**src/rtl/seg7_scan_driver.sv**
```systemverilog
// seg7_scan_driver
// Time-multiplexed N-digit seven-segment driver. Scans one digit per refresh
// slot, loads new display content only on frame boundaries (no tearing), and
// applies per-digit blank / blink / decimal-point masks. All pin outputs are
// registered; an/seg/dp are active-low, seg is ordered {g,f,e,d,c,b,a}.
//
// Optional build macro:
//   SEG7_LEADING_ZERO_BLANK_EN - when defined, a zero digit k > 0 goes dark
//   if every more-significant digit is 0 or F. Digit 0 always shows, and the
//   decimal point is still driven from dp_mask on a suppressed digit.

module seg7_scan_driver #(
   parameter int NUM_DIGITS   = 8,       // 1..16
   parameter int REFRESH_DIV  = 100000,  // clk cycles per digit slot, >= 2
   parameter int BLINK_FRAMES = 250      // frames per blink half-period, >= 1
) (
   input  logic                    clk,
   input  logic                    reset,
   input  logic [4*NUM_DIGITS-1:0] display_data,
   input  logic                    load,
   input  logic [NUM_DIGITS-1:0]   blank_mask,
   input  logic [NUM_DIGITS-1:0]   blink_mask,
   input  logic [NUM_DIGITS-1:0]   dp_mask,
   output logic [NUM_DIGITS-1:0]   an,
   output logic [6:0]              seg,
   output logic                    dp,
   output logic                    frame_start
);

   localparam int CW = (REFRESH_DIV  > 1) ? $clog2(REFRESH_DIV)  : 1;
   localparam int IW = (NUM_DIGITS   > 1) ? $clog2(NUM_DIGITS)   : 1;
   localparam int BW = (BLINK_FRAMES > 1) ? $clog2(BLINK_FRAMES) : 1;

   localparam logic [CW-1:0] CNT_LAST   = CW'(REFRESH_DIV - 1);
   localparam logic [IW-1:0] IDX_LAST   = IW'(NUM_DIGITS - 1);
   localparam logic [BW-1:0] BLINK_LAST = BW'(BLINK_FRAMES - 1);

   localparam logic [6:0] SEG_DARK = 7'h7F;

   // One complete display image: nibbles plus the three per-digit masks.
   typedef struct packed {
      logic [4*NUM_DIGITS-1:0] data;
      logic [NUM_DIGITS-1:0]   blank;
      logic [NUM_DIGITS-1:0]   blink;
      logic [NUM_DIGITS-1:0]   dp;
   } frame_t;

   localparam frame_t FRAME_RESET = '{data: '1, blank: '0, blink: '0, dp: '0};

   // Scan timing state
   logic [CW-1:0] refresh_cnt;
   logic [IW-1:0] digit_idx;
   logic          tick;
   logic          boundary;
   logic          boundary_d;

   // Blink state
   logic [BW-1:0] blink_cnt;
   logic          blink_on;

   // Double-buffered display image
   frame_t        load_img;
   frame_t        pending;
   frame_t        shadow;
   logic          pending_valid;

   // Current-digit selections feeding the output registers
   logic [3:0]            cur_nib;
   logic                  cur_blank;
   logic                  cur_blink;
   logic                  cur_dp;
   logic                  cur_lz;
   logic                  hard_dark;
   logic [NUM_DIGITS-1:0] lz_dark;
   logic [NUM_DIGITS-1:0] an_next;

   // Nibble to active-low {g,f,e,d,c,b,a}; F is the blank code.
   function automatic logic [6:0] decode(input logic [3:0] nib);
      case (nib)
         4'h0:    return 7'h40;
         4'h1:    return 7'h79;
         4'h2:    return 7'h24;
         4'h3:    return 7'h30;
         4'h4:    return 7'h19;
         4'h5:    return 7'h12;
         4'h6:    return 7'h02;
         4'h7:    return 7'h78;
         4'h8:    return 7'h00;
         4'h9:    return 7'h10;
         4'hA:    return 7'h08;
         4'hB:    return 7'h03;
         4'hC:    return 7'h46;
         4'hD:    return 7'h21;
         4'hE:    return 7'h06;
         default: return SEG_DARK;
      endcase
   endfunction

   assign tick     = (refresh_cnt == CNT_LAST);
   assign boundary = tick && (digit_idx == IDX_LAST);
   assign load_img = '{data: display_data, blank: blank_mask,
                       blink: blink_mask, dp: dp_mask};

   // Refresh divider and digit index: one slot per REFRESH_DIV clocks.
   // NOTE: sequential state uses <= so every flop samples pre-edge values;
   // a blocking = here would let later statements see already-updated state.
   always_ff @(posedge clk or posedge reset) begin
      if (reset) begin
         refresh_cnt <= '0;
         digit_idx   <= '0;
      end else if (tick) begin
         refresh_cnt <= '0;
         if (digit_idx == IDX_LAST) digit_idx <= '0;
         else                       digit_idx <= digit_idx + IW'(1);
      end else begin
         refresh_cnt <= refresh_cnt + CW'(1);
      end
   end

   // Blink phase: toggles after BLINK_FRAMES frame boundaries.
   always_ff @(posedge clk or posedge reset) begin
      if (reset) begin
         blink_cnt <= '0;
         blink_on  <= 1'b1;
      end else if (boundary) begin
         if (blink_cnt == BLINK_LAST) begin
            blink_cnt <= '0;
            blink_on  <= ~blink_on;
         end else begin
            blink_cnt <= blink_cnt + BW'(1);
         end
      end
   end

   // Pending/shadow buffering: shadow only changes on a frame boundary, and a
   // load that coincides with the boundary bypasses pending entirely.
   // NOTE: pending and shadow are plain flops rather than a memory, so they
   // take the reset like any other state; that is what makes the display
   // come up blank instead of showing garbage.
   always_ff @(posedge clk or posedge reset) begin
      if (reset) begin
         pending       <= FRAME_RESET;
         shadow        <= FRAME_RESET;
         pending_valid <= 1'b0;
      end else if (boundary) begin
         if (load)               shadow <= load_img;
         else if (pending_valid) shadow <= pending;
         pending_valid <= 1'b0;
      end else if (load) begin
         pending       <= load_img;
         pending_valid <= 1'b1;
      end
   end

`ifdef SEG7_LEADING_ZERO_BLANK_EN
   // Leading-zero suppression, scanning from the most-significant digit down.
   always_comb begin
      logic       upper_empty;
      logic [3:0] nib;
      lz_dark     = '0;
      upper_empty = 1'b1;
      for (int k = NUM_DIGITS - 1; k >= 0; k--) begin
         nib = shadow.data[4*k +: 4];
         if ((k > 0) && upper_empty && (nib == 4'h0)) lz_dark[k] = 1'b1;
         upper_empty = upper_empty && ((nib == 4'h0) || (nib == 4'hF));
      end
   end
`else
   assign lz_dark = '0;
`endif

   // Select the active digit's nibble and masks, and build the anode pattern.
   // NOTE: every variable written here gets a default before the loop, so no
   // path through the block leaves one unassigned and no latch is inferred.
   always_comb begin
      cur_nib   = shadow.data[3:0];
      cur_blank = shadow.blank[0];
      cur_blink = shadow.blink[0];
      cur_dp    = shadow.dp[0];
      cur_lz    = lz_dark[0];
      an_next   = '1;
      for (int k = 0; k < NUM_DIGITS; k++) begin
         if (digit_idx == IW'(k)) begin
            cur_nib    = shadow.data[4*k +: 4];
            cur_blank  = shadow.blank[k];
            cur_blink  = shadow.blink[k];
            cur_dp     = shadow.dp[k];
            cur_lz     = lz_dark[k];
            an_next[k] = 1'b0;
         end
      end
      hard_dark = cur_blank || (cur_blink && !blink_on);
   end

   // Registered pin outputs: one clock behind the digit index, and
   // frame_start lines up with the first cycle digit 0 is driven.
   always_ff @(posedge clk or posedge reset) begin
      if (reset) begin
         an          <= '1;
         seg         <= SEG_DARK;
         dp          <= 1'b1;
         frame_start <= 1'b0;
         boundary_d  <= 1'b0;
      end else begin
         boundary_d  <= boundary;
         frame_start <= boundary_d;
         an          <= an_next;
         seg         <= (hard_dark || cur_lz) ? SEG_DARK : decode(cur_nib);
         dp          <= hard_dark ? 1'b1 : ~cur_dp;
      end
   end

endmodule

```
**config.mk**
```make
export PLATFORM = sky130hd
export DESIGN_NAME = seg7_scan_driver
export DESIGN_NICKNAME = d
export VERILOG_FILES = /design/src/rtl/seg7_scan_driver.sv
export SDC_FILE = /design/constraint.sdc
export NUM_CORES = 1
export LEC_CHECK = 0
export ABC_AREA = 0
export CAP_MARGIN = 20
export CORE_MARGIN = 1.5
export CORE_UTILIZATION = 58
export CTS_CLUSTER_DIAMETER = 100
export DETAILED_ROUTE_END_ITERATION = 8
export HOLD_SLACK_MARGIN = 0.12
export PLACE_DENSITY_LB_ADDON = 0.1
export SYNTH_ARGS = -nofsm -noshare
export SYNTH_HDL_FRONTEND = slang
export SYNTH_SLANG_ARGS = --single-unit
```
**constraint.sdc**
```tcl
create_clock -name clk -period 7.8 [get_ports clk]
set_input_delay 2.34 -clock clk [delete_from_list [all_inputs] [get_ports clk]]
set_output_delay 2.34 -clock clk [all_outputs]
set_load 0.05 [all_outputs]
```
# Word level (Yosys, flattened, before mapping)
# Memory sizes are Yosys's and may differ from the RTL's.
# Cells that the tools add are included.
[op_classes]
n_addsub = 3
n_eq_ne = 9
mux = 45
bitwise = 3
n_reduce_logical = 10
[op_table]
columns = ["cell", "count"]
rows = [
  ["2-to-1 mux 56 bit", 2],
  ["2-to-1 mux 1 bit", 32],
  ["2-to-1 mux 4 bit", 7],
  ["adder 17 x 1 -> 17 bit (second input constant)", 1],
  ["equality test 17 bit (second input constant)", 1],
  ["2-to-1 mux 17 bit", 1],
  ["equality test 3 bit (second input constant)", 4],
  ["adder 8 x 1 -> 8 bit (second input constant)", 1],
  ["equality test 8 bit (second input constant)", 1],
  ["2-to-1 mux 8 bit", 1],
  ["2-to-1 mux 7 bit", 1],
  ["equality test 3 x 2 -> 1 bit (second input constant)", 2],
  ["AND reduction 2 bit", 3],
  ["nonzero test 2 bit", 2],
  ["adder 3 x 1 -> 3 bit (second input constant)", 1],
  ["equality test 3 x 1 -> 1 bit (second input constant)", 1],
  ["zero test 3 bit", 1],
  ["2-to-1 mux 3 bit", 1],
  ["inverter 1 bit", 3],
  ["logical AND 1 bit", 2],
  ["zero test 1 bit", 1],
  ["logical OR 1 bit", 1],
]
[totals]
register_bits = 160
mem_bits_ro = 112
inputBits = 59
out_inout_bits = 17
wordCells = 89
n_memories = 1
[memory_table]
columns = ["name", "words", "word_bits", "rd", "rd_clocked_by_memory_dff", "write_ports", "line_no", "text"]
rows = [
  ["(name not given)", 16, 7, 1, 0, 0, "79", "case (nib)"],
]

# Logic depth before layout (Yosys ltp)
# Gate-level depths: netlist of run 1.
[logic_depth]
depth_word = 11
ltp_mapped = 14
mapped_depth_nobuf = 12

# Least setup slack after synthesis of run 1
# Ideal clock, no wire load.
[synth_path]
kind = "input to register"
start = "input load"
end = "register shadow[0] (netlist bit)"
arrival_ps = 3495
required_ps = 7674
path_slack_ps = 4179
cell_stages = 5
path_buffers = 3
path_cell_list = "clkbuf_1 > buf_2 > clkbuf_1 > mux2i_1 > a21oi_1"
[synth_via]
elab_chain_len = 2
word_cells_on_any_way = 3
classes_between = "mux: 1; reduce/logical: 2"
[synth_lines]
columns = ["element", "line_no", "text"]
rows = [
  ["start: declaration", "20", "input logic load,"],
  ["nonzero test 2 bit (no source line)", "--", ""],
  ["AND reduction 2 bit (no source line)", "--", ""],
  ["end signal: assignment", "146", "if (load) shadow <= load_img;"],
  ["end signal: assignment", "147", "else if (pending_valid) shadow <= pending;"],
  ["end: declaration", "64", "frame_t shadow;"],
]
# Parallel ways exist; a longest one is shown, timed or not.
# A chain may end at the register's enable or synchronous reset.

# Final worst setup path of run 1
[layout_path]
start = "input load"
end = "register pending[22] (netlist bit)"
[layout_via]
elab_chain_len = 1
[layout_lines]
columns = ["element", "line_no", "text"]
rows = [
  ["AND reduction 2 bit (no source line)", "--", ""],
  ["end signal: assignment", "150", "pending <= load_img;"],
  ["end: declaration", "63", "frame_t pending;"],
]
# No other way between the ends.

==> metrics.txt, run 1 <==
status=completed; pwr/cell area=212 nW/µm²; top cells by area, synth=dfstp_2, dfrtp_1, mux2i_1; RSZ-0062 raised after global routing=no; final hold vios=0; Buf/Inv on CP=2; Max-cap violations=0; Fmax=237 MHz; drt pass-1 iters=4; CP max-delay cell=nand2_4; Gates resized, CTS repair=0; most numerous cell in the Yosys netlist=dfstp_2; Nets=802; Clk Latency, worst-skew pair=0.43 ns; Critical Path RT=8.10 ns; crit-path max FO=57; Final Cycle Share=0.541; flop-to-flop setup slack=3.86 ns; Seq cells post-synth=160; global route overflow=0; core area=13200 µm²; vias in the first global route=5263; Slowest Stage Delay on Critical Path=0.78 ns; die area=14300 µm²; site row count=42; Synth top area share=0.269; Distinct cells, synth=63; Post-Synth XOR/XNOR Area=0.0233; largest net degree at the start of global routing=120; post-synth top area cell=dfstp_2; dominant synthesized flop cell=dfstp_2; critical path class=in2reg; Routed Antenna Nets=0; I/O Pins=76; Async SR Flop Fraction=1.00; cts hold-fix bufs=0; Crit. End Element=flip-flop; Placer Congestion=0.902; Worst-Margin Slew=0.988 ns; Arr. time, crit path=4.52 ns; post-DP HPWL=10600 µm; clk buf depth=2; initial DRC count=345; drt drc=0; R2R cell count=10; Final Max Slew Viols=0; Slew HR=0.341; Num CTS Buffers=17; hold_sp=boundary_d; Initial Util=0.597; Clock Tree Root=clkbuf_16; Most Frequent Cell on Critical Path=buf_4; Synth Area in Adders=0.0238; Die Y=120 µm; synth-to-layout area growth=16.9%; cells after synthesis=667; Worst path top cell family by delay=buffers and inverters; CP Launch Type=primary input; worst vdd ir=149 µV; Buffers on Ports=75; Hold Path Class=reg2reg; Seq/Total Area, Yosys=0.520; clk sinks=160; Via density=5.61; final wirelength=16000 µm; first-pass GRT wire length=26600 µm; final setup fails=0; DR WL/cell=17.4 µm; layout cell share with drive strength beyond 1=0.259; Period minus WS final=4.22 ns; Die Width=120 µm; CP Cell Sequence=buf_4 > buf_4 > nand2_4 > mux2_4; Commonest cells post-synth=dfstp_2, nor2_1, dfrtp_1, a21oi_1, mux2i_1; Leakage Power=4.04 nW; Ant. Diodes=0; Reg clk slew, reported paths=0.06 ns; Core Util, Final=0.697; Mapped Area=7900 µm²; # Post-CTS Setup Buffers=0; reg2reg end=seg[1]; initial antenna violation count=0; largest family of logic cells by synthesized area=multiplexers; H-tree levels=4; Fin Setup TNS=0 ns; post-synthesis net count=741; FF-to-FF Start=digit_idx[2]; post-synthesis mux area share=0.182; hold path depth=0; Synth Area per Inst=11.8 µm²; YS warnings=0; Worst Hold End=frame_start; Synth Area in Simple Gates=0.111; CTS tree=yes; via count=5140; Tot GR Track Use=0.238; Synth Area in Compound Gates=0.0950; Layout Skew=0.0142 ns; Post-synth EDFFs=0
## cell type report
cell class	count	area, µm²
Timing Repair Buffer	80	818
Sequential cell	160	4110
Multi-Input combinational cell	451	3440
Fill cell	1007	4010
Clock inverter	8	76.3
Inverter	18	72.6
Clock buffer	24	503
Tap cell	176	220
## power by group
group | internal, mW | switching (mW)
registers | 0.907 | 0.0299
clock network | 0.483 | 0.321
logic | 0.113 | 0.103
total | 1.50 | 0.454
## through the flow
| stage | instances | area [µm²] | hold WS, ns | power [mW] | setup slack (ns) |
|---|---|---|---|---|---|
| 6_report | 917 | 9240 | 0.349 | 1.96 | 3.58 |
| 5_1_grt | 917 | 9240 | 0.354 | 2.03 | 3.42 |
| 4_1_cts | 915 | 9190 | 0.350 | 1.97 | 3.57 |
| 3_5_place_dp | 883 | 8610 | 0.337 | 1.16 | 3.14 |
| 3_3_place_gp | 883 | 8610 | 0.334 | 1.16 | 3.20 |
| 2_1_floorplan | 667 | 7900 | 0.331 | 1.09 | 1.27 |
## routing by layer
metal,GRT usage,vias to the layer above,share of wire
li1,-,2465,-
met4,0.0826,0,0.012
met1,0.321,2543,0.46
met5,0,-,0
met3,0.0471,14,0.040
met2,0.386,118,0.49
## placed cells by master (no fill, tap or decap), drive strengths merged, types with 15 or more instances in the layout
cell type,synthesis,final
dfrtp,79,79
nor2,81,81
clkbuf,9,24
dfstp,81,81
inv,16,17
ha,15,15
nand3,16,16
a21oi,70,70
nand2,25,25
mux2i,61,61
mux2,60,60
clkdlybuf4s50,0,74
## cells by family (layout without fill, tap and decap cells)
family	Yosys count	after routing
mux	121	121
compound gates	122	122
simple gates	172	172
xor+xnor	21	21
fa+ha+maj	15	15
buf+inv	56	130
flops	160	160
## sequential cells by signal, summed over array words and instances (netlist names)
name	flops
pending_valid	1
an	8
frame_start	1
digit_idx	3
boundary_d	1
blink_on	1
refresh_cnt	17
shadow	56
dp	1
blink_cnt	8
seg	7
pending	56
## worst max-delay path by stage
stage / from / to / cells after the start
global placement: load / pending[22] / 4
finish: load / pending[22] / 4
CTS: load / pending[12] / 4
detailed placement: load / pending[5] / 4
floorplan: reset / blink_cnt[0] / 1
global route: load / pending[12] / 4
No activity file was read; power rests on OpenSTA's default activity.
==> run 2: changes to the inputs <==
- clock period: 7.8 -> 4.4 ns (I/O delays scaled with it)
==> metrics.txt, run 2 (synthesis gave the netlist of run 1 again) <==
CP Cell Sequence=clkinv_1 > ha_1 > inv_1 > o21ai_0 > o31a_1 > nor3_2 > inv_1 > ha_1 > mux2_2 > o221ai_1; H-tree levels=4 (unchanged); post-route cell area=9210 µm² (-0.24%); total power=3.51 mW (+79%); Clock Tree Root=clkbuf_16; final setup margin=0.742 ns (-2.84 ns); FILL cells=998 (-0.89%); commonest non-fill, non-tap cells in the layout=dfstp_2, nor2_1, dfrtp_1; status=completed; Placer Congestion=0.892 (-1.0%); Reg clk slew, reported paths=0.06 ns (about the same); FF-to-FF Start=digit_idx[2]; worst vdd ir=245 µV (+64%); final wirelength=16000 µm (+0.50%); clk sinks=160 (unchanged); cts hold-fix bufs=0 (unchanged); Initial Util=0.597 (unchanged); Slowest Stage Delay on Critical Path=0.76 ns (-0.02 ns); crit-path max FO=22 (-61%); FF/Latch Area=4110 µm² (unchanged); Crit. End Element=flip-flop; Leakage Power=4.02 nW (-0.50%); pwr/cell area=381 nW/µm² (+80%); Core Util, Final=0.696 (-0.00170); Layout Skew=0.0119 ns (-0.00227 ns); CTS tree=yes; initial antenna violation count=0 (unchanged); drt drc=0 (unchanged); pre-CTS setup slack=0.800 ns (-2.34 ns); Met2 Wirelength=7840 µm (-0.28%); Die Width=120 µm (unchanged); initial DRC count=425 (+23%); first-pass GRT wire length=26900 µm (+1.2%); critical path class=reg2reg; I/O Pins=76 (unchanged); met1 WL=7320 µm (+0.85%); vias in the first global route=5349 (+1.6%); RSZ-0062 raised after global routing=no; Die Y=120 µm (unchanged); Buffers on Ports=75 (unchanged); metal3 WL=575 µm (-9.2%); DR WL/cell=17.5 µm (+0.71%); hold_sp=boundary_d; Gates resized, CTS repair=0 (unchanged); biggest regs=pending (56), shadow (56), refresh_cnt (17); beginning of the critical path=digit_idx[2]; Hold Path Class=reg2reg; Fin Setup TNS=0 ns (unchanged); Finished Layout Cells=915 (-0.22%); Period minus WS final=3.66 ns; Num CTS Buffers=17 (unchanged); global route overflow=0 (unchanged); Routed Antenna Nets=0 (unchanged); Fmax=273 MHz; core area=13200 µm² (unchanged); Area after DPL=8620 µm² (+0.13%); commonest non-fill, non-tap cell in the layout=dfstp_2; final setup fails=0 (unchanged); largest net degree at the start of global routing=161 (+34%); Via density=5.63 (+0.39%); Arr. time, crit path=4.00 ns (-0.52 ns); Final Max Slew Viols=0 (unchanged); Multi-input gate area=3440 µm² (unchanged); CP Launch Type=flip-flop; clk buf depth=2 (unchanged); post-DP HPWL=10600 µm (-0.35%); Critical Path RT=4.74 ns (-3.36 ns); Worst-Margin Slew=1.00 ns (+0.0119 ns); drt pass-1 iters=4 (unchanged); synth-to-layout area growth=16.6%; Tot GR Track Use=0.243 (+0.00528); Max-cap violations=0 (unchanged); layout cell share with drive strength beyond 1=0.258 (-0.000652); Slew HR=0.333 (-0.00793); final hold vios=0 (unchanged); # Post-CTS Setup Buffers=0 (unchanged); WHS=0.355 ns (+0.00619 ns); Clk Latency, worst-skew pair=0.43 ns (about the same); Ant. Diodes=0 (unchanged); CP max-delay cell=dfrtp_1; via count=5149 (+0.18%); site row count=42 (unchanged); uppermost layer routed=met4; Nets=800 (-0.25%); Final Cycle Share=0.831; die area=14300 µm² (unchanged); post-placement cell count=883 (unchanged)
-- run 2: changes by cell type in the layout (fill, tap and decap cells not counted), sizes merged --
cell	previous run	this run
buf	6	4
clkinvlp	1	4
clkinv	7	4
bufinv	1	2
clkbuf	24	23
-- run 2: cell type report --
type                       count  area share
sequential                   160       0.446
multi-input combinational    451       0.373
timing repair buffer          78      0.0850
clock buffer                  23      0.0530
tap                          176      0.0239
clock inverter                 9      0.0114
inverter                      18     0.00774
-- run 2: final timing paths --
kind	end	slack, ns	cells past startpoint
setup / recovery	seg[1]	0.74	10
hold reg to reg	frame_start	0.35	0
max in group asynchronous	shadow[12]	2.33	3
min in group asynchronous	frame_start	1.49	3
setup reg to reg	seg[1]	0.74	10
hold / removal	frame_start	0.35	0
-- run 2: metal layers --
layer  global-route usage  up-vias
met1                0.325     2563
met2                0.392       96
met3               0.0618       26
met5                    0        -
met4               0.0774        0
li1                     -     2464
-- run 2: worst max-delay path: cells and delay by family (launching register included) --
| kind | cells | cell delay (ns) |
|---|---|---|
| buf+inv | 3 | 0.79 |
| fa+ha+maj | 2 | 0.78 |
| flops | 1 | 0.76 |
| compound gates | 3 | 0.59 |
| simple gates | 1 | 0.37 |
| mux | 1 | 0.27 |
-- run 2: power by group --
group | switching (mW) | internal (mW)
clock network | 0.574 | 0.894
registers | 0.0544 | 1.61
logic | 0.182 | 0.198
